## src/rtl/ad9866_gain_sequencer.sv

```systemverilog
// Turns RX/TX gain inputs into one-at-a-time SPI write requests for the AD9866 controller.
// Each input must be stable before it is written; requests are spaced out and retried if never acknowledged.
module ad9866_gain_sequencer #(
   parameter int STABLE_CYCLES  = 16,
   parameter int GAP_CYCLES     = 4,
   parameter int TIMEOUT_CYCLES = 64,
   parameter int INIT_HOLDOFF   = 1024
) (
   input  logic       clk,
   input  logic       reset,
   input  logic [5:0] rx_gain_in,
   input  logic [5:0] tx_gain_in,
   input  logic       ptt,
   input  logic       sen_n,
   output logic       rx_rqst,
   output logic [5:0] rx_gain,
   output logic       tx_rqst,
   output logic [5:0] tx_gain,
   output logic       busy,
   output logic       timeout_err
);

   localparam logic [15:0] STABLE_MAX   = 16'(STABLE_CYCLES);
   localparam logic [15:0] STABLE_LAST  = 16'(STABLE_CYCLES - 1);
   localparam logic [15:0] TIMEOUT_LAST = 16'(TIMEOUT_CYCLES - 1);
   localparam logic [15:0] HOLDOFF_LAST = 16'(INIT_HOLDOFF - 1);
   localparam logic [15:0] GAP_LAST     = 16'(GAP_CYCLES - 1);
   localparam bit          GAP_NONE     = (GAP_CYCLES == 0);

   typedef enum logic [2:0] {HOLDOFF, IDLE, REQ, BUSY, GAP} state_t;

   logic [5:0]  rx_cand_q, rx_cand_d, tx_cand_q, tx_cand_d;
   logic [15:0] rx_cnt_q, rx_cnt_d, tx_cnt_q, tx_cnt_d;
   logic        rx_set, tx_set;

   state_t      state_q;
   logic [15:0] timer_q;
   logic        sel_tx_q;
   logic        rx_pend_q, tx_pend_q;
   logic [5:0]  rx_target_q, tx_target_q;
   logic [5:0]  rx_gain_q, tx_gain_q;
   logic        rx_rqst_q, tx_rqst_q;
   logic        busy_q, timeout_err_q;

   // Stability filter: cand tracks the input, the counter measures how long it has held.
   always_comb begin
      rx_cand_d = rx_gain_in;
      rx_cnt_d  = rx_cnt_q;
      if (rx_gain_in != rx_cand_q)
         rx_cnt_d = '0;
      else if (rx_cnt_q != STABLE_MAX)
         rx_cnt_d = rx_cnt_q + 16'd1;

      tx_cand_d = tx_gain_in;
      tx_cnt_d  = tx_cnt_q;
      if (tx_gain_in != tx_cand_q)
         tx_cnt_d = '0;
      else if (tx_cnt_q != STABLE_MAX)
         tx_cnt_d = tx_cnt_q + 16'd1;
   end

   assign rx_set = (rx_gain_in == rx_cand_q) && (rx_cnt_q == STABLE_LAST) && (rx_cand_q != rx_target_q);
   assign tx_set = (tx_gain_in == tx_cand_q) && (tx_cnt_q == STABLE_LAST) && (tx_cand_q != tx_target_q);

   always_ff @(posedge clk or posedge reset) begin
      if (reset) begin
         rx_cand_q <= '0;
         tx_cand_q <= '0;
         rx_cnt_q  <= '0;
         tx_cnt_q  <= '0;
      end else begin
         rx_cand_q <= rx_cand_d;
         tx_cand_q <= tx_cand_d;
         rx_cnt_q  <= rx_cnt_d;
         tx_cnt_q  <= tx_cnt_d;
      end
   end

   // A launch clears its own pending flag after the filter's set, so the later assignment wins;
   // that is safe because the launched value is exactly the cand that would have set it.
   always_ff @(posedge clk or posedge reset) begin
      if (reset) begin
         state_q       <= HOLDOFF;
         timer_q       <= '0;
         sel_tx_q      <= 1'b0;
         rx_pend_q     <= 1'b0;
         tx_pend_q     <= 1'b0;
         rx_target_q   <= '0;
         tx_target_q   <= '0;
         rx_gain_q     <= '0;
         tx_gain_q     <= '0;
         rx_rqst_q     <= 1'b0;
         tx_rqst_q     <= 1'b0;
         busy_q        <= 1'b1;
         timeout_err_q <= 1'b0;
      end else begin
         if (rx_set) rx_pend_q <= 1'b1;
         if (tx_set) tx_pend_q <= 1'b1;

         case (state_q)
            HOLDOFF: begin
               if (timer_q == HOLDOFF_LAST) begin
                  rx_pend_q <= 1'b1;
                  tx_pend_q <= 1'b1;
                  timer_q   <= '0;
                  state_q   <= IDLE;
                  busy_q    <= 1'b0;
               end else begin
                  timer_q <= timer_q + 16'd1;
               end
            end
            IDLE: begin
               if (rx_pend_q || tx_pend_q) begin
                  state_q <= REQ;
                  timer_q <= '0;
                  busy_q  <= 1'b1;
                  if (tx_pend_q && (ptt || !rx_pend_q)) begin
                     sel_tx_q    <= 1'b1;
                     tx_gain_q   <= tx_cand_q;
                     tx_target_q <= tx_cand_q;
                     tx_pend_q   <= 1'b0;
                     tx_rqst_q   <= 1'b1;
                  end else begin
                     sel_tx_q    <= 1'b0;
                     rx_gain_q   <= rx_cand_q;
                     rx_target_q <= rx_cand_q;
                     rx_pend_q   <= 1'b0;
                     rx_rqst_q   <= 1'b1;
                  end
               end
            end
            REQ: begin
               if (!sen_n) begin
                  rx_rqst_q <= 1'b0;
                  tx_rqst_q <= 1'b0;
                  state_q   <= BUSY;
               end else if (timer_q == TIMEOUT_LAST) begin
                  rx_rqst_q     <= 1'b0;
                  tx_rqst_q     <= 1'b0;
                  timeout_err_q <= 1'b1;
                  if (sel_tx_q) tx_pend_q <= 1'b1;
                  else          rx_pend_q <= 1'b1;
                  timer_q <= '0;
                  state_q <= GAP;
               end else begin
                  timer_q <= timer_q + 16'd1;
               end
            end
            BUSY: begin
               if (sen_n) begin
                  timer_q <= '0;
                  state_q <= GAP;
               end
            end
            GAP: begin
               if (GAP_NONE || timer_q == GAP_LAST) begin
                  state_q <= IDLE;
                  busy_q  <= 1'b0;
               end else begin
                  timer_q <= timer_q + 16'd1;
               end
            end
            default: begin
               state_q   <= HOLDOFF;
               timer_q   <= '0;
               rx_rqst_q <= 1'b0;
               tx_rqst_q <= 1'b0;
               busy_q    <= 1'b1;
            end
         endcase
      end
   end

   assign rx_rqst     = rx_rqst_q;
   assign tx_rqst     = tx_rqst_q;
   assign rx_gain     = rx_gain_q;
   assign tx_gain     = tx_gain_q;
   assign busy        = busy_q;
   assign timeout_err = timeout_err_q;

endmodule
```

## config.mk

```make
export PLATFORM = sky130hd
export DESIGN_NAME = ad9866_gain_sequencer
export DESIGN_NICKNAME = d
export VERILOG_FILES = /design/src/rtl/ad9866_gain_sequencer.sv
export SDC_FILE = /design/constraint.sdc
export NUM_CORES = 1
export LEC_CHECK = 0
export ABC_CLOCK_PERIOD_IN_PS = 2200
export BUFFER_PORTS_ARGS = -buffer_cell sky130_fd_sc_hd__buf_2
export CAP_MARGIN = 20
export CORE_ASPECT_RATIO = 1.25
export CORE_MARGIN = 2
export CORE_UTILIZATION = 54
export DETAILED_ROUTE_END_ITERATION = 16
export PLACE_DENSITY = 0.8
export SYNTH_ARGS = -nofsm -noshare
export SYNTH_HDL_FRONTEND = slang
export SYNTH_SLANG_ARGS = --single-unit
```

## constraint.sdc

```tcl
create_clock -name clk -period 2.2 [get_ports clk]
set_input_delay 0.22 -clock clk [delete_from_list [all_inputs] [get_ports clk]]
set_output_delay 0.22 -clock clk [all_outputs]
set_load 0.005 [all_outputs]
```

After elaboration in Yosys (flattened, before gate mapping)
Index checks and enable logic that the tools add are counted.
Storage, ports and cells
  register bits: 82
  input port bits: 16
  output and inout bits: 16
  word-level logic and storage cells: 116
Operators by class
  bitwise gates (word level): 3
  mux-type cells: 47
  $add $sub $neg: 3
  reduce and logical (&&, ||, !) cells: 22
  eq/ne operators: 26
Operators with widths (number)
  2-to-1 mux 16 bit: 10
  one-hot mux 16 bit (5 select lines): 1
  adder 16 x 1 -> 16 bit, second input constant: 3
  equality test 16 x 4 -> 1 bit, second input constant: 2
  != test 16 x 5 -> 1 bit, second input constant: 2
  2-to-1 mux 1 bit: 24
  != test 6 bit: 4
  2-to-1 mux 3 bit: 6
  equality test 16 x 10 -> 1 bit, second input constant: 1
  equality test 16 x 2 -> 1 bit, second input constant: 1
  equality test 16 x 6 -> 1 bit, second input constant: 1
  != test 2 bit, second input constant: 8
  AND reduction 4 bit: 4
  one-hot mux 3 bit (5 select lines): 1
  equality test 6 bit: 2
  one-hot mux 1 bit (3 select lines): 4
  AND reduction 3 bit: 3
  equality test 3 x 2 -> 1 bit, second input constant: 2
  logical AND 1 bit: 5
  AND reduction 5 bit: 1
  one-hot mux 1 bit (4 select lines): 1
  nonzero test 2 bit: 2
  equality test 3 x 1 -> 1 bit, second input constant: 1
  equality test 3 bit, second input constant: 1
  other kinds (8): 11

Longest topological paths before layout
Gate-level depths: netlist of run 1.
  depth after elaboration: 8
  mapped depth: 8
  depth with buffers taken out: 6

Worst setup path after synthesis of run 1
Ideal clock, no wire load.
  path type: reg2reg
  start: reg timer_q[0]
  end: reg timer_q[9]
  period minus slack after synthesis: 1.858 ns
  data arrival time: 1.782 ns
  path slack: 0.342 ns
  path buffers: 1
  setup time: 0.076 ns
  required time: 2.124 ns
  cell stages (with the launch flop): 8
  cell sequence: dfrtp_1 ha_1 nor4b_1 and4_4 a31o_1 buf_2 o41a_1 o21ai_1
On the way
  word-level cells in the longest chain between the ends: 4
  elaborated cells on any way between the ends: 11
  classes of those cells: add/sub: 1; eq/ne: 4; mux: 5; reduce/logical: 1
RTL lines
  start, declared: RTL line 37  | logic [15:0] timer_q;
  start signal, assigned: RTL line 109  | timer_q <= timer_q + 16'd1;
  start signal, assigned: RTL line 146  | timer_q <= timer_q + 16'd1;
  start signal, assigned: RTL line 160  | timer_q <= timer_q + 16'd1;
  adder 16 x 1 -> 16 bit or equality test 16 x 6 -> 1 bit (tied branches)
  2-to-1 mux 16 bit: RTL line 137  | end else if (timer_q == TIMEOUT_LAST) begin
  2-to-1 mux 16 bit: RTL line 133  | if (!sen_n) begin
  one-hot mux 16 bit (5 select lines): RTL line 100  | case (state_q)
Parallel ways exist; a longest one is shown, timed or not. The select of a mux whose other input is x is not followed.
A chain may end at the register's enable or synchronous reset.

Worst setup path after layout of run 1
  start: reg timer_q[0]
  end: reg timer_q[12]
The elaborated chain is that of the path after synthesis.

==> summary.md, run 1 <==
| Metric | Value |
|---|---|
| Status | finished, final reports clean |
| CTS buffer count | 9 |
| Die Height | 103 µm |
| Final RePlAce weighted congestion | 0.916 |
| Via count of the first global-routing pass | 3354 |
| Total nets after synthesis | 468 |
| RSZ-0062 raised after global routing | false |
| Hold Fails Final Rpt | 0 |
| Post-synth EDFFs | 0 |
| Sequence of cells on the critical path | ha_1 > and3_1 > nand3_1 > o31a_2 > o21ai_1 > o211ai_1 |
| Power per standard cell area | 541 nW/µm² |
| Number of warnings printed during yosys synthesis | 0 |
| Initial core utilization | 55.1% |
| Clock Path Buffers | 2 |
| Capturing element type of the critical path | register |
| DRC | 0 |
| Top-level port count | 32 |
| Post-Route Setup TNS | 0 ps |
| Share of Yosys cell area claimed by the top area cell type | 47.8% |
| Cell count after placement | 573 |
| Number of buffer and inverter instances along the worst setup path | 0 |
| Biggest area consumer among synthesized cells | sky130_fd_sc_hd__dfrtp_1 |
| Least-Margin Pin Slew | 614 ps |
| Antenna fix cells | 0 |
| Time the worst path needs with I/O delays and setup | 2050 ps |
| Async set or reset register ratio after synthesis | 100% |
| Number of nets in the finished design | 523 |
| Average size of a mapped cell | 9.49 µm² |
| Worst Path Required | 2430 ps |
| Final hold slack | 232 ps |
| Post-DR wirelength/cell | 14.3 µm |
| Max-capacitance violation count | 0 |
| Fmax | 0.488 GHz |
| Critical-path maximum fanout | 12 |
| Number of endpoints failing setup at the final stage | 0 |
| Pin count of the biggest net entering global routing | 83 |
| Setup Skew | 5.42 ps |
| Cell family with the largest share of critical-path delay | compound AO/OA/AOI/OAI gates |
| First-pass GRT wire length | 15000 µm |
| Post-synthesis cell count | 447 |
| Max incr delay on CP | 420 ps |
| Detailed-route wire length | 8610 µm |
| Pre-Repair DR Iteration Count | 4 |
| Fraction of the yosys area taken by sequential cells | 48.4% |
| Clk Latency, worst-skew pair | 360 ps |
| Lkg Pwr | 0.00212 µW |
| Predominant post-synthesis flop cell | sky130_fd_sc_hd__dfrtp_1 |
| Share of layout cells above drive strength 1 | 15.2% |
| Die Span X | 83.3 µm |
| Core area | 7700 µm² |
| Total global routing track utilization | 21.6% |
| Die Footprint | 8580 µm² |
| Final critical-path share of the clock period | 93.2% |
| Non-filler instance count after layout | 602 |
| Number of antenna violations at the first check in global routing | 0 |
| Number of vias after detailed routing | 3389 |
| Worst Path Arrival | 2280 ps |
| Maximum vdd drop | 537 µV |
| Commonest non-fill, non-tap cell in the layout | sky130_fd_sc_hd__dfrtp_1 |
| Slowest cell on the critical path | sky130_fd_sc_hd__o31a_2 |
| Number of H-tree levels | 3 |
| Total gr overflow | 0 |
| Class of the tightest hold or removal check | input port to register |
| Biggest area contributors in the synthesized netlist | sky130_fd_sc_hd__dfrtp_1 48%, sky130_fd_sc_hd__nand2_1 5.8%, sky130_fd_sc_hd__xnor2_1 5.2% |
| Type of element launching the critical path | register |
| Number of storage elements in the synthesis netlist | 82 |
| Clock-pin transition on the worst setup and hold timing paths | 80 ps |
| Worst slew margin relative to its limit | 58.8% |
| Antenna Nets Post-Route | 0 |
| Unique cell type count in the Yosys netlist | 54 |
| Signed area change from the synthesized netlist to the final layout | 15.6% |
| DR iter-0 viols | 244 |
| Post-synthesis instance area | 4240 µm² |
| CTS Root Cell | sky130_fd_sc_hd__clkbuf_8 |
| Number of pins with negative max-slew slack in the final report | 0 |
| Number of vias per cell | 5.63 |
| Count of fill cells added during filler insertion | 593 |
| CTS tree | done |
| Port-buffer cells | 31 |
| Std-Cell Rows | 36 |
| Estimated wirelength of the detail-placed design | 5980 µm |
| Commonest cells after routing, fill and taps aside | 81 x sky130_fd_sc_hd__dfrtp_1, 65 x sky130_fd_sc_hd__nand2_1, 48 x sky130_fd_sc_hd__nor2_1, 31 x sky130_fd_sc_hd__buf_2, 25 x sky130_fd_sc_hd__xnor2_1 |
| CP Class | register to register |
| Sink count of the clock tree | 82 |
-- worst reg2reg max path: stages (launching register included) --
cell                       delay (ps)
sky130_fd_sc_hd__dfrtp_1          410
sky130_fd_sc_hd__ha_1             220
sky130_fd_sc_hd__and3_1           270
sky130_fd_sc_hd__nand3_1          140
sky130_fd_sc_hd__o31a_2           420
sky130_fd_sc_hd__o21ai_1          320
sky130_fd_sc_hd__o211ai_1         150
-- registers in the layout, summed over array words and instances, names as in the netlist --
name,cells
rx_cnt_q,16
timer_q,16
tx_cnt_q,16
rx_cand_q,6
rx_gain,6
tx_cand_q,6
tx_gain,6
state_q,3
busy,1
rx_pend_q,1
rx_rqst,1
sel_tx_q,1
timeout_err,1
tx_pend_q,1
tx_rqst,1
-- kinds of logic (layout without fill, tap and decap cells) --
| family | Yosys count | count (layout) | share of synthesized area (%) |
|---|---|---|---|
| buffers and inverters | 30 | 90 | 2.95 |
| XOR/XNOR | 48 | 48 | 9.91 |
| multiplexers | 8 | 8 | 2.06 |
| adder cells (fa/ha/maj) | 5 | 5 | 1.47 |
| flip-flops | 82 | 82 | 48.4 |
| AO/OA/AOI/OAI | 73 | 73 | 11.5 |
| AND/OR/NAND/NOR | 201 | 201 | 23.7 |
-- metrics by stage --
step | util, % | area [µm²] | power, µW | setup slack [ps]
finish | 63.7 | 4900 | 2650 | 149
global route | 63.7 | 4900 | 2750 | 11.0
CTS | 63.4 | 4890 | 2660 | 124
detailed placement | 59.5 | 4580 | 1660 | 164
global placement | 59.5 | 4580 | 1650 | 205
floorplan | - | 4250 | 1620 | 342
-- what timing repair did --
action / 4_1_cts / 5_1_grt
hold buffers: 12 / 1
setup endpoints to repair: 0 / 3
resized for setup: 0 / 2
endpoints found under the hold margin: 84 / 1
buffers inserted: 0 / 0
-- path summary, 6_finish.rpt --
check / slack, ps / from / end / depth (start not counted)
setup / recovery: 150 / timer_q[0]$_DFFE_PP0P_ / timer_q[12]$_DFFE_PP0P_ / 6
hold / removal: 230 / ptt / rx_rqst$_DFFE_PP0P_ / 4
setup reg to reg: 150 / timer_q[0]$_DFFE_PP0P_ / timer_q[12]$_DFFE_PP0P_ / 6
hold reg to reg: 460 / timeout_err$_DFFE_PP0P_ / timeout_err$_DFFE_PP0P_ / 1
max in group asynchronous: 1330 / reset / busy$_DFFE_PP1P_ / 4
min in group asynchronous: 510 / reset / rx_gain[4]$_DFFE_PP0P_ / 4
-- synth_stat cells (3+ instances only) --
cell / instances
sky130_fd_sc_hd__nand4_1: 12
sky130_fd_sc_hd__xnor2_1: 25
sky130_fd_sc_hd__or3_1: 6
sky130_fd_sc_hd__clkbuf_1: 6
sky130_fd_sc_hd__nor3_1: 12
sky130_fd_sc_hd__o21ai_0: 9
sky130_fd_sc_hd__inv_1: 16
sky130_fd_sc_hd__a21oi_1: 15
sky130_fd_sc_hd__and2_1: 3
sky130_fd_sc_hd__nand2_1: 65
sky130_fd_sc_hd__dfrtp_1: 81
sky130_fd_sc_hd__nor2_1: 48
sky130_fd_sc_hd__and4_1: 4
sky130_fd_sc_hd__nand2b_1: 5
sky130_fd_sc_hd__buf_2: 7
sky130_fd_sc_hd__and3_1: 6
sky130_fd_sc_hd__o21ai_1: 7
sky130_fd_sc_hd__mux2_2: 6
sky130_fd_sc_hd__xor2_1: 23
sky130_fd_sc_hd__nor4_1: 8
sky130_fd_sc_hd__o211ai_1: 17
sky130_fd_sc_hd__nand3_1: 16
sky130_fd_sc_hd__o22ai_1: 3
sky130_fd_sc_hd__ha_1: 5
-- power by group --
group | internal [µW] | total [µW] | switching (µW)
clock | 470 | 1010 | 542
sequential | 1520 | 1530 | 13.7
combinational | 51.2 | 111 | 59.9
-- layer usage --
metal	vias to the layer above	GRT usage, %	wire length (µm)
li1	1679	-	-
met2	51	39.0	4440
met5	-	0	0
met3	21	4.08	213
met4	0	9.96	247
met1	1638	25.3	3710
-- final cells by class --
class / instances / area, µm² / area share, %
clock inverter: 4 / 26.3 / 0.536
multi-input combinational: 335 / 2070 / 42.2
tap: 95 / 119 / 2.42
sequential: 82 / 2050 / 41.9
clock buffer: 12 / 155 / 3.16
inverter: 16 / 63.8 / 1.30
timing repair buffer: 58 / 415 / 8.47
(Power assumes the default switching activity.)
==> run 2, diff against run 1 <==
Settings changed: ABC_AREA set to 1, CORE_UTILIZATION 54 to 55.
==> summary.md, run 2 <==
| Metric | Value |
|---|---|
| Status | finished, final reports clean |
| Clock Path Buffers | 2 (unchanged) |
| Time the worst path needs with I/O delays and setup | 1760 ps (-290 ps) |
| Power per standard cell area | 860 nW/µm² (+59%) |
| Predominant post-synthesis flop cell | sky130_fd_sc_hd__dfrtp_1 |
| Commonest non-fill, non-tap cell in the layout | sky130_fd_sc_hd__nand2_1 |
| Biggest area consumer among synthesized cells | sky130_fd_sc_hd__dfrtp_1 |
| Hold Fails Final Rpt | 0 (unchanged) |
| Critical-path maximum fanout | 15 (+3) |
| Least-Margin Pin Slew | 587 ps (-27.0 ps) |
| Top-level port count | 32 (unchanged) |
| Slowest cell on the critical path | sky130_fd_sc_hd__dfrtp_1 |
| Leading registers by flop count | rx_cnt_q (16), timer_q (16), tx_cnt_q (16) |
| Number of storage elements in the synthesis netlist | 82 (unchanged) |
| Post-DR wirelength/cell | 13.2 µm (-7.6%) |
| Total gr overflow | 0 (unchanged) |
| Die Footprint | 9300 µm² (+8.4%) |
| Unique cell type count in the Yosys netlist | 39 (-28%) |
| First-pass GRT wire length | 18100 µm (+21%) |
| Type of element launching the critical path | register |
| Cell family with the largest share of critical-path delay | simple AND/OR/NAND/NOR gates |
| CTS Root Cell | sky130_fd_sc_hd__clkbuf_8 |
| Number of buffer and inverter instances along the worst setup path | 1 (+1) |
| Biggest area contributors in the synthesized netlist | sky130_fd_sc_hd__dfrtp_1 43%, sky130_fd_sc_hd__nand2_1 15%, sky130_fd_sc_hd__inv_1 6.5% |
| Estimated wirelength of the detail-placed design | 7490 µm (+25%) |
| RSZ-0062 raised after global routing | false |
| Pin count of the biggest net entering global routing | 34 (-59%) |
| Die Height | 107 µm (+4.1%) |
| Maximum vdd drop | 732 µV (+36%) |
| Post-synthesis cell count | 648 (+45%) |
| Core area | 8290 µm² (+7.6%) |
| Lkg Pwr | 0.00261 µW (+23%) |
| Switching component of the power | 1720 µW (+180%) |
| Utilization of the core after routing | 64.1% (+0.48 points) |
| Port-buffer cells | 31 (unchanged) |
| Post-CTS setup-driven buffer insertion count | 0 (unchanged) |
| Startpoint of the worst-slack reg-to-reg timing path | timer_q[0]$_DFFE_PP0P_ |
| Signed area change from the synthesized netlist to the final layout | 13.1% |
| Worst slew margin relative to its limit | 60.8% (+2.0 points) |
| Post-Route Setup TNS | 0 ps (unchanged) |
| Setup Skew | 9.33 ps (+3.91 ps) |
| Clk Latency, worst-skew pair | 370 ps (about the same) |
| Sequence of cells on the critical path | ha_1 > nand3_1 > nor2_1 > nand3_4 > nand2_4 > inv_4 > nand2_1 > o21ai_1 |
| DR iter-0 viols | 350 (+43%) |
| Area post-placement | 4970 µm² (+8.4%) |
| Number of vias per cell | 5.41 (-4.0%) |
| Max-capacitance violation count | 0 (unchanged) |
| Number of vias after detailed routing | 4325 (+28%) |
| Final RePlAce weighted congestion | 0.900 (-1.7%) |
| Number of antenna violations at the first check in global routing | 0 (unchanged) |
| Clock-pin transition on the worst setup and hold timing paths | 80 ps (about the same) |
| Std-Cell Rows | 37 (+2.8%) |
| Number of pins with negative max-slew slack in the final report | 0 (unchanged) |
| Post-synth EDFFs | 0 (unchanged) |
| Fraction of the yosys area taken by sequential cells | 43.7% (-4.7 points) |
| Total global routing track utilization | 24.8% (+3.1 points) |
| Antenna Nets Post-Route | 0 (unchanged) |
| Synth cell count leaders | 191 x sky130_fd_sc_hd__nand2_1, 82 x sky130_fd_sc_hd__inv_1, 81 x sky130_fd_sc_hd__dfrtp_1 |
| DRC | 0 (unchanged) |
| Pre-Repair DR Iteration Count | 5 (+1) |
| Critical path startpoint | timer_q[0]$_DFFE_PP0P_ |
| Sink count of the clock tree | 82 (unchanged) |
| CP Class | register to register |
| Combinational fraction of design power | 31.6% (+27 points) |
| Average size of a mapped cell | 7.25 µm² (-24%) |
| Max incr delay on CP | 420 ps (about the same) |
| Leading cell type by number of instances after synthesis | sky130_fd_sc_hd__nand2_1 |
| Die Span X | 86.7 µm (+4.1%) |
| Fmax | 0.568 GHz (+16%) |
| Initial core utilization | 56.7% (+1.6 points) |
| Via count of the first global-routing pass | 4165 (+24%) |
| Commonest cells after routing, fill and taps aside | 191 x sky130_fd_sc_hd__nand2_1, 81 x sky130_fd_sc_hd__inv_1, 81 x sky130_fd_sc_hd__dfrtp_1, 80 x sky130_fd_sc_hd__nor2_1, 49 x sky130_fd_sc_hd__nand3_1 |
| Worst Path Arrival | 2010 ps (-270 ps) |
| Worst Path Required | 2450 ps (+20 ps) |
| CTS buffer count | 9 (unchanged) |
| Share of layout cells above drive strength 1 | 11.8% (-3.4 points) |
| Final hold slack | 225 ps (-7.45 ps) |
| Number of warnings printed during yosys synthesis | 0 (unchanged) |
| Share of Yosys cell area claimed by the top area cell type | 43.1% (-4.7 points) |
| Net Sw Frac | 37.6% (+14 points) |
| Hold Crit Start | sen_n |
| Area of all placed cells without fillers | 5320 µm² (+8.4%) |
| Overall Power | 4570 µW (+72%) |
| Final critical-path share of the clock period | 80.0% (-13 points) |
| Number of H-tree levels | 3 (unchanged) |
| Internal power component | 2850 µW (+40%) |
| Number of endpoints failing setup at the final stage | 0 (unchanged) |
| Detailed-route wire length | 10600 µm (+23%) |
| CTS tree | done |
| Capturing element type of the critical path | register |
| Class of the tightest hold or removal check | input port to register |
| Total nets after synthesis | 669 (+43%) |
| Antenna fix cells | 0 (unchanged) |
| Post-synthesis instance area | 4700 µm² (+11%) |
| Number of nets in the finished design | 720 (+38%) |
| Async set or reset register ratio after synthesis | 100% (unchanged) |
| Clk network pwr share | 26.8% (-11 points) |
| Seq pwr share | 41.6% (-16 points) |
run 2: cell count changes in the layout (fill, tap and decap cells not counted), moves of 21 or more:
cell / delta
sky130_fd_sc_hd__inv_1: +66
sky130_fd_sc_hd__nand2_1: +126
sky130_fd_sc_hd__nand3_1: +33
sky130_fd_sc_hd__nor2_1: +32
sky130_fd_sc_hd__o21ai_0: +21
sky130_fd_sc_hd__xnor2_1: -22
run 2: repair_timing:
item,CTS,global route
gates resized for setup,0,0
endpoints found under the hold margin,36,0
hold buffers,13,0
run 2: through the flow:
stage	worst slack, ps	std cells
floorplan	681	648
CTS	455	800
global route	263	800
detailed placement	478	772
global placement	518	772
finish	439	800
run 2: path summary, 6_finish.rpt:
| kind | cells after the start | slack (ps) | to |
|---|---|---|---|
| max | 8 | 440 | timer_q[2]$_DFFE_PP0P_ |
| min | 4 | 220 | state_q[0]$_DFFE_PP0P_ |
| max reg2reg | 8 | 440 | timer_q[2]$_DFFE_PP0P_ |
| min reg2reg | 2 | 480 | busy$_DFFE_PP1P_ |
| max in group asynchronous | 4 | 1010 | timer_q[3]$_DFFE_PP0P_ |
| min in group asynchronous | 3 | 460 | tx_cnt_q[3]$_DFFE_PP0P_ |
run 2: worst min-delay path, stage by stage:
cell,delay (ps)
sky130_fd_sc_hd__buf_2,110
sky130_fd_sc_hd__o21ai_0,90
sky130_fd_sc_hd__nand3_1,80
sky130_fd_sc_hd__nand2_1,50
run 2: metal layers:
metal | global-route usage [%] | wire length (µm)
met5 | 0 | 0
met4 | 10.0 | 235
met3 | 7.06 | 479
met2 | 41.4 | 5340
met1 | 29.9 | 4510
run 2: logic make-up after synthesis:
family | Yosys count | synth area share [%]
and+or+nand+nor | 368 | 34.2
buffers and inverters | 96 | 8.28
DFF | 82 | 43.7
AOI/OAI and AO/OA | 81 | 9.48
xor gates and xnor gates | 16 | 2.98
adders and majority gates | 5 | 1.33
run 2: area by class of cell:
| type | count | area, µm² |
|---|---|---|
| Fill cell | 707 | 2970 |
| Multi-Input combinational cell | 470 | 2260 |
| Sequential cell | 82 | 2050 |
| Timing Repair Buffer | 49 | 335 |
| Inverter | 87 | 333 |
| Clock buffer | 11 | 141 |
| Tap cell | 97 | 121 |
| Clock inverter | 4 | 73.8 |
run 2: power by group through the flow:
stage | sequential [µW] | combinational (µW) | clock [µW]
finish | 1900 | 1450 | 1220
global route | 1930 | 1640 | 1320
CTS | 1900 | 1440 | 1250
detailed placement | 1920 | 1410 | 0
global placement | 1910 | 1380 | 0
floorplan | 1900 | 1060 | 0
==> run 3, diff against run 2 <==
Settings changed: ABC_CLOCK_PERIOD_IN_PS 2200 to 1530.
Clock period 2.2 ns to 1.53 ns, I/O delays scaled along.
==> summary.md, run 3 (synthesis gave the netlist of run 2 again) <==
| Metric | Value |
|---|---|
| Class of the tightest hold or removal check | input port to register |
| Detailed-route wire length | 11900 µm (+12%) |
| Total gr overflow | 0 (unchanged) |
| Maximum vdd drop | 1100 µV (+50%) |
| CP Class | register to register |
| Status | complete, but fails checks |
| Number of antenna violations at the first check in global routing | 0 (unchanged) |
| Die Height | 107 µm (unchanged) |
| Estimated wirelength of the detail-placed design | 7810 µm (+4.2%) |
| Pre-Repair DR Iteration Count | 5 (unchanged) |
| Worst Path Arrival | 1880 ps (-130 ps) |
| Worst setup slack before clock tree synthesis | -30.6 ps (-508 ps) |
| Clock-pin transition on the worst setup and hold timing paths | 90 ps (about the same) |
| Max-capacitance violation count | 0 (unchanged) |
| Register-to-register path setup slack | -90 ps (-530 ps) |
| Slowest cell on the critical path | sky130_fd_sc_hd__dfrtp_1 |
| Logic depth of the worst setup path including buffers | 9 (+1) |
| Startpoint of the worst-slack reg-to-reg timing path | timer_q[9]$_DFFE_PP0P_ |
| Hold Crit Start | sen_n |
| Antenna Nets Post-Route | 0 (unchanged) |
| Endpoint of the most critical setup path | timer_q[9]$_DFFE_PP0P_ |
| Sink count of the clock tree | 82 (unchanged) |
| Cell family with the largest share of critical-path delay | simple AND/OR/NAND/NOR gates |
| First-pass GRT wire length | 18400 µm (+1.4%) |
| Number of buffer and inverter instances along the worst setup path | 1 (unchanged) |
| Number of H-tree levels | 3 (unchanged) |
| Port-buffer cells | 31 (unchanged) |
| Power per standard cell area | 1220 nW/µm² (+42%) |
| Clk Latency, worst-skew pair | 360 ps (about the same) |
| Clock Path Buffers | 2 (unchanged) |
| Critical-path maximum fanout | 5 (-10) |
| CTS Root Cell | sky130_fd_sc_hd__clkbuf_8 |
| Commonest non-fill, non-tap cell in the layout | sky130_fd_sc_hd__nand2_1 |
| Final critical-path share of the clock period | 106% (+26 points) |
| Signed area change from the synthesized netlist to the final layout | 28.4% |
| Time the worst path needs with I/O delays and setup | 1620 ps (-137 ps) |
| DR iter-0 viols | 303 (-13%) |
| Final RePlAce weighted congestion | 0.962 (+6.9%) |
| Via count of the first global-routing pass | 4249 (+2.0%) |
| Leading registers by flop count | rx_cnt_q (16), timer_q (16), tx_cnt_q (16) |
| Violated checks | negative setup slack |
| Sequence of cells on the critical path | buf_6 > nor2_4 > nand3_2 > nor2_4 > nand2_2 > nand2_2 > nand3_4 > nor2_4 > nor2_1 |
| Hold Fails Final Rpt | 0 (unchanged) |
| Total global routing track utilization | 24.7% (-0.065 points) |
| Number of vias after detailed routing | 4695 (+8.6%) |
| Final worst setup slack | -93.5 ps (-533 ps) |
| Setup Skew | 12.2 ps (+2.89 ps) |
| CTS tree | done |
| Pin count of the biggest net entering global routing | 43 (+26%) |
| Critical path startpoint | timer_q[9]$_DFFE_PP0P_ |
| Type of element launching the critical path | register |
| Path depth of the worst reg2reg path | 9 (+1) |
| Worst Path Required | 1790 ps (-660 ps) |
| Most prevalent standard cell on the critical path | sky130_fd_sc_hd__nor2_4 |
| CTS buffer count | 9 (unchanged) |
| Overall Power | 7370 µW (+61%) |
| RSZ-0062 raised after global routing | true |
| Worst slew margin relative to its limit | 73.8% (+13 points) |
| Core area | 8290 µm² (unchanged) |
| Capturing element type of the critical path | register |
| Post-DR wirelength/cell | 14.0 µm (+6.2%) |
| Number of vias per cell | 5.54 (+2.5%) |
| Lkg Pwr | 0.00290 µW (+11%) |
| Least-Margin Pin Slew | 390 ps (-197 ps) |
| Initial core utilization | 56.7% (unchanged) |
| Die Footprint | 9300 µm² (unchanged) |
| Critical register-to-register path endpoint | timer_q[9]$_DFFE_PP0P_ |
| Commonest cells after routing, fill and taps aside | 171 x sky130_fd_sc_hd__nand2_1, 76 x sky130_fd_sc_hd__inv_1, 73 x sky130_fd_sc_hd__dfrtp_1, 63 x sky130_fd_sc_hd__nor2_1, 42 x sky130_fd_sc_hd__nand3_1 |
| Number of nets in the finished design | 766 (+6.4%) |
| Max incr delay on CP | 430 ps (about the same) |
| DRC | 0 (unchanged) |
| Top-level port count | 32 (unchanged) |
| Fmax | 0.616 GHz (+8.5%) |
| Number of endpoints failing setup at the final stage | 21 (+21) |
| Die Span X | 86.7 µm (unchanged) |
| Count of fill cells added during filler insertion | 596 (-16%) |
| Std-Cell Rows | 37 (unchanged) |
| Antenna fix cells | 0 (unchanged) |
| Share of layout cells above drive strength 1 | 26.8% (+15 points) |
| Number of pins with negative max-slew slack in the final report | 0 (unchanged) |
-- run 3: cell count changes in the layout (fill, tap and decap cells not counted), moves of 8 or more --
cell / change
sky130_fd_sc_hd__dfrtp_1: -8
sky130_fd_sc_hd__dfrtp_2: +8
sky130_fd_sc_hd__nor2_4: +10
sky130_fd_sc_hd__nand2_2: +16
sky130_fd_sc_hd__buf_4: +35
sky130_fd_sc_hd__nor2_1: -17
sky130_fd_sc_hd__nand2_1: -20
-- run 3: metal layers --
layer	share of wire [%]	vias to the layer above	GRT usage, %
li1	-	2257	-
met1	41	2237	30.1
met2	52	158	43.1
met3	4.5	43	4.68
met4	2.9	0	9.04
met5	0	-	0
-- run 3: worst min-delay path by stage --
stage                                    end  slack [ps]  depth (start not counted)
finish                state_q[0]$_DFFE_PP0P_         140                          4
global route          state_q[0]$_DFFE_PP0P_         170                          4
CTS                   state_q[0]$_DFFE_PP0P_         120                          4
detailed placement  tx_cnt_q[13]$_DFFE_PP0P_         260                          3
global placement      tx_cand_q[2]$_DFF_PP0_         260                          3
floorplan             rx_cand_q[0]$_DFF_PP0_         180                          0
-- run 3: worst reg2reg max path, stage by stage, from the launching register on --
cell and delay, ps:
sky130_fd_sc_hd__dfrtp_1 430, sky130_fd_sc_hd__buf_6 140, sky130_fd_sc_hd__nor2_4 120, sky130_fd_sc_hd__nand3_2 100, sky130_fd_sc_hd__nor2_4 220, sky130_fd_sc_hd__nand2_2 120
sky130_fd_sc_hd__nand2_2 90, sky130_fd_sc_hd__nand3_4 110, sky130_fd_sc_hd__nor2_4 130, sky130_fd_sc_hd__nor2_1 50
-- run 3: cell type report --
class                           count  area, µm²  area share, %
Clock buffer                       10        138           2.28
Clock inverter                      6       65.1           1.08
Inverter                           87        342           5.66
Multi-Input combinational cell    470       2540           42.1
Sequential cell                    82       2060           34.2
Tap cell                           97        121           2.01
Timing Repair Buffer               95        762           12.6
-- run 3: metrics by stage --
| stage | utilization [%] | hold slack [ps] | TNS [ps] | instance area [µm²] | instances |
|---|---|---|---|---|---|
| after floorplan | - | 184 | 0 | 4700 | 648 |
| after global placement | 63.7 | 255 | -0.907 | 5280 | 808 |
| after detailed placement | 63.7 | 265 | -133 | 5280 | 808 |
| after CTS | 68.0 | 116 | 0 | 5640 | 837 |
| after global routing | 72.8 | 172 | -2830 | 6030 | 847 |
| final | 72.8 | 142 | -1230 | 6030 | 847 |
-- run 3: report_power, final --
group	internal, µW	leakage (µW)	switching [µW]
Clock	802	0.000103	838
Combinational	1230	0.00172	1760
Sequential	2460	0.00107	271
-- run 3: repair_timing --
action | in CTS | in global routing
hold endpoints to repair | 93 | 0
hold buffers | 13 | 0
gates cloned | 0 | 1
gates resized for setup | 6 | 95
endpoints found under the setup margin | 11 | 41
pin swaps | 1 | 29
setup buffers | 0 | 9
